$ cat config.mk
export PLATFORM = sky130hd
export DESIGN_NAME = serial_adder
export DESIGN_NICKNAME = d
export VERILOG_FILES = /design/src/rtl/serial_adder_pkg.sv /design/src/rtl/serial_adder_full_adder_cell.sv /design/src/rtl/serial_adder.sv
export SDC_FILE = /design/constraint.sdc
export NUM_CORES = 1
export LEC_CHECK = 0
export ABC_AREA = 1
export BUFFER_PORTS_ARGS = -buffer_cell sky130_fd_sc_hd__clkbuf_2
export CELL_PAD_IN_SITES_DETAIL_PLACEMENT = 2
export CELL_PAD_IN_SITES_GLOBAL_PLACEMENT = 2
export CORE_MARGIN = 2
export CORE_UTILIZATION = 29
export DETAILED_ROUTE_END_ITERATION = 8
export PLACE_DENSITY_LB_ADDON = 0.1
export SLEW_MARGIN = 20
export SYNTH_ARGS = -nofsm -noshare
export SYNTH_HDL_FRONTEND = slang
export SYNTH_SLANG_ARGS = --single-unit
$ cat constraint.sdc
create_clock -name clk -period 1.09 [get_ports clk]
set_input_delay 0.1635 -clock clk [delete_from_list [all_inputs] [get_ports clk]]
set_output_delay 0.1635 -clock clk [all_outputs]
set_load 0.05 [all_outputs]
$ cat src/rtl/serial_adder_pkg.sv
// Shared types and helpers for the bit-serial adder.
// Optional feature macro: SERIAL_ADDER_OVF_EN (see serial_adder.sv).
package serial_adder_pkg;

  typedef enum logic [1:0] {
    IDLE = 2'd0,
    RUN  = 2'd1,
    DONE = 2'd2
  } state_t;

  // Bit-counter width: it must hold the values 0 .. WIDTH-1.
  function automatic int cnt_width(input int width);
    return $clog2(width);
  endfunction

endpackage : serial_adder_pkg

$ cat src/rtl/serial_adder_full_adder_cell.sv
// Single-bit full adder. Purely combinational.
module full_adder_cell (
  input  logic x,
  input  logic y,
  input  logic ci,
  output logic s,
  output logic co
);

  assign s  = x ^ y ^ ci;
  assign co = (x & y) | (ci & (x ^ y));

endmodule : full_adder_cell

$ cat src/rtl/serial_adder.sv
// Bit-serial adder: sum = a + b + cin, one bit per clock, LSB first.
// Operands are loaded in parallel when start is accepted in IDLE. done pulses
// for one cycle when sum/cout become valid. sum and cout hold between results.
// Optional feature macro: SERIAL_ADDER_OVF_EN adds a registered signed
// overflow flag (ovf) that is updated together with sum/cout.
module serial_adder
  import serial_adder_pkg::*;
#(
  parameter int WIDTH = 8
) (
  input  logic             clk,
  input  logic             rst_n,
  input  logic             start,
  input  logic [WIDTH-1:0] a,
  input  logic [WIDTH-1:0] b,
  input  logic             cin,
  output logic             busy,
  output logic             done,
`ifdef SERIAL_ADDER_OVF_EN
  output logic             ovf,
`endif
  output logic [WIDTH-1:0] sum,
  output logic             cout
);

  localparam int            CW   = cnt_width(WIDTH);
  localparam logic [CW-1:0] LAST = CW'(WIDTH - 1);

  state_t           state_q, state_d;
  logic [WIDTH-1:0] a_sh_q, a_sh_d;
  logic [WIDTH-1:0] b_sh_q, b_sh_d;
  logic [WIDTH-1:0] res_q, res_d;
  logic [WIDTH-1:0] sum_q, sum_d;
  logic             carry_q, carry_d;
  logic             cout_q, cout_d;
  logic [CW-1:0]    cnt_q, cnt_d;
  logic             fa_s, fa_co;
  logic             last_bit;
`ifdef SERIAL_ADDER_OVF_EN
  logic             ovf_q, ovf_d;
`endif

  assign last_bit = (cnt_q == LAST);

  full_adder_cell u_fa (
    .x  (a_sh_q[0]),
    .y  (b_sh_q[0]),
    .ci (carry_q),
    .s  (fa_s),
    .co (fa_co)
  );

  // State register with synchronous active-low reset.
  always_ff @(posedge clk) begin
    // NOTE: sequential state uses non-blocking assignments so every flop
    // samples its pre-edge inputs regardless of statement order.
    if (!rst_n) state_q <= IDLE;
    else        state_q <= state_d;
  end

  // Next-state logic: start is only looked at in IDLE; DONE always returns.
  always_comb begin
    // NOTE: default assignment first so no path through the case leaves
    // state_d unassigned, which would otherwise infer a latch.
    state_d = state_q;
    case (state_q)
      IDLE:    if (start) state_d = RUN;
      RUN:     if (last_bit) state_d = DONE;
      DONE:    state_d = IDLE;
      default: state_d = IDLE;
    endcase
  end

  // Moore outputs: busy only in RUN, done only in DONE, never together.
  always_comb begin
    busy = (state_q == RUN);
    done = (state_q == DONE);
  end

  // Datapath next-state: load on accept, shift one bit per RUN cycle,
  // publish sum/cout only on the last RUN edge.
  always_comb begin
    a_sh_d  = a_sh_q;
    b_sh_d  = b_sh_q;
    res_d   = res_q;
    carry_d = carry_q;
    cnt_d   = cnt_q;
    sum_d   = sum_q;
    cout_d  = cout_q;
`ifdef SERIAL_ADDER_OVF_EN
    ovf_d   = ovf_q;
`endif
    case (state_q)
      IDLE: begin
        if (start) begin
          a_sh_d  = a;
          b_sh_d  = b;
          carry_d = cin;
          res_d   = '0;
          cnt_d   = '0;
        end
      end
      RUN: begin
        a_sh_d  = a_sh_q >> 1;
        b_sh_d  = b_sh_q >> 1;
        carry_d = fa_co;
        res_d   = {fa_s, res_q[WIDTH-1:1]};
        cnt_d   = cnt_q + CW'(1);
        if (last_bit) begin
          sum_d  = {fa_s, res_q[WIDTH-1:1]};
          cout_d = fa_co;
`ifdef SERIAL_ADDER_OVF_EN
          // carry_q is the carry into the MSB on the last bit.
          ovf_d  = carry_q ^ fa_co;
`endif
        end
      end
      default: ;
    endcase
  end

  // Datapath registers, all cleared by synchronous reset.
  always_ff @(posedge clk) begin
    if (!rst_n) begin
      a_sh_q  <= '0;
      b_sh_q  <= '0;
      res_q   <= '0;
      carry_q <= 1'b0;
      cnt_q   <= '0;
      sum_q   <= '0;
      cout_q  <= 1'b0;
`ifdef SERIAL_ADDER_OVF_EN
      ovf_q   <= 1'b0;
`endif
    end else begin
      a_sh_q  <= a_sh_d;
      b_sh_q  <= b_sh_d;
      res_q   <= res_d;
      carry_q <= carry_d;
      cnt_q   <= cnt_d;
      sum_q   <= sum_d;
      cout_q  <= cout_d;
`ifdef SERIAL_ADDER_OVF_EN
      ovf_q   <= ovf_d;
`endif
    end
  end

  assign sum  = sum_q;
  assign cout = cout_q;
`ifdef SERIAL_ADDER_OVF_EN
  assign ovf  = ovf_q;
`endif

endmodule : serial_adder

==> results of run 1 <==
## cell usage in the layout, fill, tap and decap left out, types with 2 or more instances in the layout
| cell type | n |
|---|---|
| nand3_1 | 35 |
| nor2_1 | 6 |
| nor2_2 | 3 |
| dfxtp_2 | 4 |
| nand2_2 | 15 |
| nand2_8 | 4 |
| o21ai_0 | 3 |
| nand3_2 | 23 |
| inv_1 | 29 |
| a21oi_1 | 4 |
| bufinv_16 | 2 |
| nand2_1 | 26 |
| buf_4 | 20 |
| buf_12 | 9 |
| buf_8 | 6 |
| inv_4 | 2 |
| nor2_4 | 3 |
| a21oi_2 | 21 |
| clkbuf_2 | 19 |
| clkbuf_4 | 6 |
| ha_4 | 2 |
| dfxtp_1 | 31 |
| dfxtp_4 | 3 |
| nand2_4 | 2 |
| clkbuf_8 | 7 |
| nand3_4 | 3 |
| buf_16 | 2 |
## Yosys cell counts
cell type,instances
a21oi_1,15
inv_2,3
nand2_1,43
nand3_1,51
buf_2,4
buf_6,3
o21a_1,1
fa_1,1
nor2_1,11
buf_4,4
nand3_4,1
o21ai_0,3
buf_12,2
nand2_4,2
ha_1,2
inv_4,1
nand2_8,1
a21oi_2,10
nand3_2,9
nor2_4,1
clkbuf_1,1
dfxtp_1,38
inv_1,30
## cells by family (layout without fill, tap and decap cells)
| family | count (synthesis) | in the layout |
|---|---|---|
| and+or+nand+nor | 119 | 120 |
| buffers and inverters | 48 | 107 |
| DFF | 38 | 38 |
| AOI/OAI and AO/OA | 29 | 29 |
| adders and majority gates | 3 | 3 |
## per-stage QoR
stage          hold WS, ns  setup slack (ns)  total power [mW]  setup TNS [ns]  std cells
3_5_place_dp         0.410            -0.145              2.04           -2.44        353
6_report            0.0856            -0.163              3.85           -3.79        374
5_1_grt              0.103            -0.212              4.02           -6.36        374
4_1_cts             0.0948            -0.177              3.81           -3.38        372
2_1_floorplan        0.299          -0.00525              1.87        -0.00525        237
3_3_place_gp         0.401           -0.0794              2.03           -1.47        353
## registers in the layout, indices dropped and copies added (netlist names)
| signal | count |
|---|---|
| res_q | 7 |
| cnt_q | 3 |
| carry_q | 1 |
| cout | 1 |
| sum | 8 |
| state_q | 2 |
| b_sh_q | 8 |
| a_sh_q | 8 |
## per-layer routing
layer	up-vias	wire length, um
met1	867	2860
met3	9	157
met5	-	0
li1	888	-
met4	0	93
met2	26	3530
## worst max-delay path by stage
stage | startpoint | end
final | state_q[1] | busy
after global routing | state_q[1] | a_sh_q[3]
after CTS | state_q[1] | done
after detailed placement | cnt_q[0] | sum[5]
after global placement | cnt_q[0] | sum[7]
after floorplan | a_sh_q[0] | res_q[7]
## report_power, final
group          internal (mW)  switching, mW  total [mW]  leakage [nW]
logic                  0.382          0.419       0.801         0.867
registers               1.45         0.0603        1.51         0.314
clock network          0.977          0.563        1.54        0.0714
## final cells by class
type / count / share of cell area, %
Multi-Input combinational cell: 152 / 38.1
Sequential cell: 38 / 26.3
Timing Repair Buffer: 65 / 22.5
Inverter: 34 / 5.08
Tap cell: 77 / 3.26
Clock buffer: 6 / 2.79
Clock inverter: 2 / 2.03
## timing repair
item	4_1_cts	5_1_grt
pin swaps	17	8
setup buffers	10	2
hold endpoints to repair	0	0
endpoints found under the setup margin	46	45
cloned	3	0
resized for setup	83	30
## worst min-delay path, delay by kind of cell
family	cells	cell delay (ns)
AOI/OAI and AO/OA	1	0.05
and+or+nand+nor	1	0.05
buffers and inverters	1	0.08
==> summary.md, run 1 <==
| Metric | Value |
|---|---|
| Largest cells by area after synthesis | `dfxtp_1 41%, nand3_1 14%, nand2_1 8.6%, inv_1 6.0%, nand3_2 4.8%` |
| Initial drt markers | `54` |
| Mux cell area share after synthesis | `0%` |
| Via-to-Cell Ratio | `4.79` |
| Congestion Overflow GR | `0` |
| Layout area overhead | `58.3%` |
| Slew HR | `86.3%` |
| Multi-input logic area | `1130 sq um` |
| Fin crit share | `115%` |
| Largest net degree at the start of global routing | `26` |
| Worst hold path type | `input pin to register` |
| Adder-cell share of the synthesized area | `2.41%` |
| First-pass GRT wire length | `11.3 mm` |
| Peak VDD IR | `518 uV` |
| Antenna cells | `0` |
| Met1 usage in global routing | `24.5%` |
| Slowest cell on crit path | `dfxtp_4` |
| Worst-skew pair later-pin latency | `0.30 ns` |
| Setup crit start kind | `register` |
| I/O pin count | `31` |
| Count of mapped cells out of synthesis | `237` |
| Die Height | `84.3 um` |
| Vias in the first global route | `1990` |
| GR Util met3 | `4.03%` |
| Crit path max fanout | `6` |
| Outcome | `complete, but fails checks` |
| Clock skew | `0.00964 ns` |
| Cell Area, Synth | `1870 sq um` |
| Hold Path Stages | `3` |
| Antenna-violating nets left | `0` |
| Worst r2r src | `state_q[1]` |
| Setup CP Type | `register to output port` |
| Syn Nets | `260` |
| CP top delay family | `flip-flops` |
| CP Depth | `4` |
| Reg2reg end | `b_sh_q[0]` |
| Total length of routed wires | `6.64 mm` |
| Final instance area | `2960 sq um` |
| Clock sinks | `38` |
| Clk root buf | `clkbuf_8` |
| Clock buffer depth | `2` |
| CP arrival | `1.09 ns` |
| Failing checks | `negative setup slack` |
| Slowest stage delay, CP | `0.37 ns` |
| Synth cell types | `23` |
| Simple-gate share of the synthesized area | `33.2%` |
| GP Congestion | `0.711` |
| Synth Area in XOR/XNOR | `0%` |
| CP required | `0.93 ns` |
| Rows | `29` |
| Register area share after synthesis | `40.7%` |
| Min Tclk post-route | `1.25 ns` |
| Maxcap violations | `0` |
| H-tree Lvls | `2` |
| Wire length per cell | `17.7 um` |
| Largest family of logic cells by synthesized area | `simple AND/OR/NAND/NOR gates` |
| CTS tree | `built` |
| HP Start | `a[7]` |
| Hold Buf Count CTS | `0` |
| Register area | `777 sq um` |
| Power per cell area | `1300 nW/um^2` |
| Setup violators final | `40` |
| Initial antenna violation count | `0` |
| DRT Pass-1 Iters | `4` |
| Post-layout util | `47.1%` |
| CP Buf/Inv Count | `3` |
| Worst Tran Pin Value | `0.204 ns` |
| Crit-path cells | `inv_6, nand2_8, inv_8, clkbuf_16` |
| Yosys top cell area share | `40.7%` |
| Final Hold Viols | `0` |
| Fraction of layout cells with a size suffix above 1 | `54.5%` |
| RSZ-0062 raised after global routing | `true` |
| Detailed placer's ending HPWL | `3.83 mm` |
| M2 GR Usage | `37.6%` |
| FMAX | `0.798 GHz` |
| Complex-gate fraction of the synthesized area | `9.91%` |
| Die ar. | `7100 sq um` |
| TritonCTS Buffers | `5` |
| Worst setup margin | `-0.163 ns` |
| Hold endpoint | `a_sh_q[7]` |
| Synth Register Bits | `38` |
| Yosys warning total | `0` |
| Most used routing layer | `met2` |
| Port Buffers | `30` |
| Area post-placement | `2220 sq um` |
| Core area | `6280 sq um` |
| Die width | `84.3 um` |
| Filler Cell Count | `695` |
| CP Capture Type | `output port` |
| R2R Setup Slk | `-0.14 ns` |
| Final-stage net count | `319` |
| Worst Reg-to-Reg Cells | `7` |
| Total number of vias | `1790` |
| Worst-path clk slew | `0.09 ns` |
| Leakage | `1.25 nW` |
| Residual DRC | `0` |
| Mapped Avg Cell Area | `7.88 sq um` |
| Synth area leader | `dfxtp_1` |
| Initial Util | `29.8%` |
| Gr usage total | `20.5%` |
| Fin. max-slew vios | `0` |
(Power assumes the default switching activity.)
==> inputs of run 2 (changes only) <==
--- a/config.mk
+++ b/config.mk
@@ -5,7 +5,6 @@
 export SDC_FILE = /design/constraint.sdc
 export NUM_CORES = 1
 export LEC_CHECK = 0
-export ABC_AREA = 1
 export BUFFER_PORTS_ARGS = -buffer_cell sky130_fd_sc_hd__clkbuf_2
 export CELL_PAD_IN_SITES_DETAIL_PLACEMENT = 2
 export CELL_PAD_IN_SITES_GLOBAL_PLACEMENT = 2
==> summary.md, run 2 <==
| Metric | Value |
|---|---|
| Crit path max fanout | `7` |
| Detailed placer's ending HPWL | `3.07 mm` |
| Slew HR | `83.6%` |
| Die Height | `76.6 um` |
| Congestion Overflow GR | `0` |
| H-tree Lvls | `2` |
| Synth area leader | `dfxtp_1` |
| Post-synth top cells | `38 x dfxtp_1, 17 x nor2_1, 16 x nand2_1, 14 x mux2i_1, 13 x a211oi_1` |
| I/O pin count | `31` |
| Power per cell area | `1230 nW/um^2` |
| Crit-path cells | `buf_12, o21ba_4, clkbuf_16, a211oi_2` |
| FMAX | `0.806 GHz` |
| Largest cells by area after synthesis | `dfxtp_1 50%, mux2i_1 9.2%, a211oi_1 6.4%, nor2_1 4.2%, nand2_1 3.9%` |
| Final Hold Viols | `0` |
| Gr usage total | `17.7%` |
| Hold endpoint | `b_sh_q[7]` |
| Slowest stage delay, CP | `0.36 ns` |
| Peak VDD IR | `673 uV` |
| Syn Nets | `184` |
| Reg2reg end | `b_sh_q[1]` |
| Clock buffer depth | `2` |
| CP Depth | `4` |
| Wire length per cell | `18.7 um` |
| Vias in the first global route | `1570` |
| Most common cell after layout, fill and taps aside | `dfxtp_1` |
| Setup violators final | `38` |
| CP arrival | `1.45 ns` |
| Primary FF master, synth | `dfxtp_1` |
| Clock skew | `0.00458 ns` |
| Most frequent cells in the layout | `31 x dfxtp_1, 19 x clkbuf_2, 15 x buf_4` |
| Final-stage net count | `238` |
| Antenna-violating nets left | `0` |
| Layout area overhead | `66.4%` |
| Setup crit start kind | `register` |
| Synth Register Bits | `38` |
| RSZ-0062 raised after global routing | `true` |
| R2R Setup Slk | `-0.15 ns` |
| Core area | `5110 sq um` |
| Yosys warning total | `0` |
| CP required | `1.29 ns` |
| Worst-path clk slew | `0.08 ns` |
| Via-to-Cell Ratio | `4.99` |
| Yosys top cell area share | `49.8%` |
| HP Start | `b[7]` |
| Initial drt markers | `18` |
| Setup CP Type | `register to register` |
| Maxcap violations | `0` |
| Post-layout util | `49.7%` |
| Antenna cells | `0` |
| Clk root buf | `clkbuf_8` |
| Largest net degree at the start of global routing | `17` |
| CP top delay family | `compound AO/OA/AOI/OAI gates` |
| GP Congestion | `0.698` |
| Count of mapped cells out of synthesis | `161` |
| First-pass GRT wire length | `8.04 mm` |
| Synth cell types | `27` |
| Worst r2r src | `state_q[0]` |
| Die ar. | `5860 sq um` |
| DRT Pass-1 Iters | `4` |
| Min Tclk post-route | `1.24 ns` |
| Leakage | `1.03 nW` |
| Die width | `76.6 um` |
| Register area share after synthesis | `49.8%` |
| Power, Total | `3.11 mW` |
| Fin Setup TNS | `-2.99 ns` |
| Number of synthesized flops with an enable pin | `0` |
| Worst Reg-to-Reg Cells | `4` |
| Cell Area, Synth | `1530 sq um` |
| Mapped Avg Cell Area | `9.48 sq um` |
| Filler Cell Count | `517` |
| Worst-skew pair later-pin latency | `0.29 ns` |
| Initial Util | `29.9%` |
| Worst setup margin | `-0.151 ns` |
| CP Buf/Inv Count | `2` |
| Worst Tran Pin Value | `0.240 ns` |
| Fin. max-slew vios | `0` |
| Outcome | `complete, but fails checks` |
| CTS tree | `built` |
| Non-filler cells, final | `286` |
| Residual DRC | `0` |
| Fraction of layout cells with a size suffix above 1 | `63.4%` |
| Slowest cell on crit path | `dfxtp_4` |
| Placed instance count | `264` |
| Rows | `26` |
| CP Capture Type | `register` |
| TritonCTS Buffers | `5` |
| Hold Buf Count CTS | `0` |
| Worst hold path type | `input pin to register` |
| Clock sinks | `38` |
| Port Buffers | `30` |
| Initial antenna violation count | `0` |
| Failing checks | `negative setup slack` |
| Fin crit share | `114%` |
| Fraction of registers with async set/reset | `0%` |
| Hold Path Stages | `3` |
| Total number of vias | `1428` |
| Total length of routed wires | `5.36 mm` |
| Most numerous cell in the Yosys netlist | `dfxtp_1` |
[run 2: worst min-delay path, stage by stage]
cell	delay, ns
clkbuf_2	0.08
nand2_1	0.05
o22ai_1	0.08
[run 2: what timing repair did]
action,4_1_cts,5_1_grt
buffers inserted,7,1
pin swaps,15,21
gates resized for setup,47,55
endpoints found under the setup margin,39,46
gates cloned,4,2
hold endpoints to repair,0,0
[run 2: through the flow]
stage | setup slack [ns] | instance area [sq um] | hold slack (ns)
floorplan | -0.0325 | 1610 | 0.314
global placement | -0.0663 | 1940 | 0.410
detailed placement | -0.127 | 1940 | 0.438
CTS | -0.126 | 2300 | 0.128
global route | -0.181 | 2540 | 0.146
finish | -0.151 | 2540 | 0.134
[run 2: final cells by class]
type	count	area, sq um	share of cell area [%]
well taps	70	87.6	3.45
repair buffers	57	551	21.7
clock inverters	1	5.00	0.197
clock buffers	7	86.3	3.40
inverters	3	18.8	0.739
flip-flops and latches	38	772	30.4
multi-input cells	110	1020	40.1
[run 2: worst max path at each step]
stage | from | to | slack, ns
after CTS | state_q[0] | done | -0.13
after detailed placement | carry_q | carry_q | -0.13
after floorplan | cnt_q[1] | sum[7] | -0.03
after global placement | cnt_q[0] | state_q[1] | -0.07
final | state_q[0] | b_sh_q[1] | -0.15
after global routing | state_q[0] | a_sh_q[3] | -0.18
[run 2: kinds of logic after synthesis]
kind of cell | share of synthesized area [%]
AOI/OAI and AO/OA | 16.5
adders and majority gates | 2.95
buffers and inverters | 5.90
DFF | 49.8
muxes | 9.18
and+or+nand+nor | 15.7
[run 2: layer usage]
metal  up-vias  wire length, um  GRT usage [%]
met5         -                0              0
met4         0               87           7.27
met3         9              143           3.20
met2        28             2920           33.2
met1       706             2210           19.6
li1        685                -              -
[run 2: report_power, final]
part / internal, mW / switching, mW
logic: 0.299 / 0.295
registers: 1.46 / 0.0518
clock network: 0.511 / 0.501
total: 2.27 / 0.848
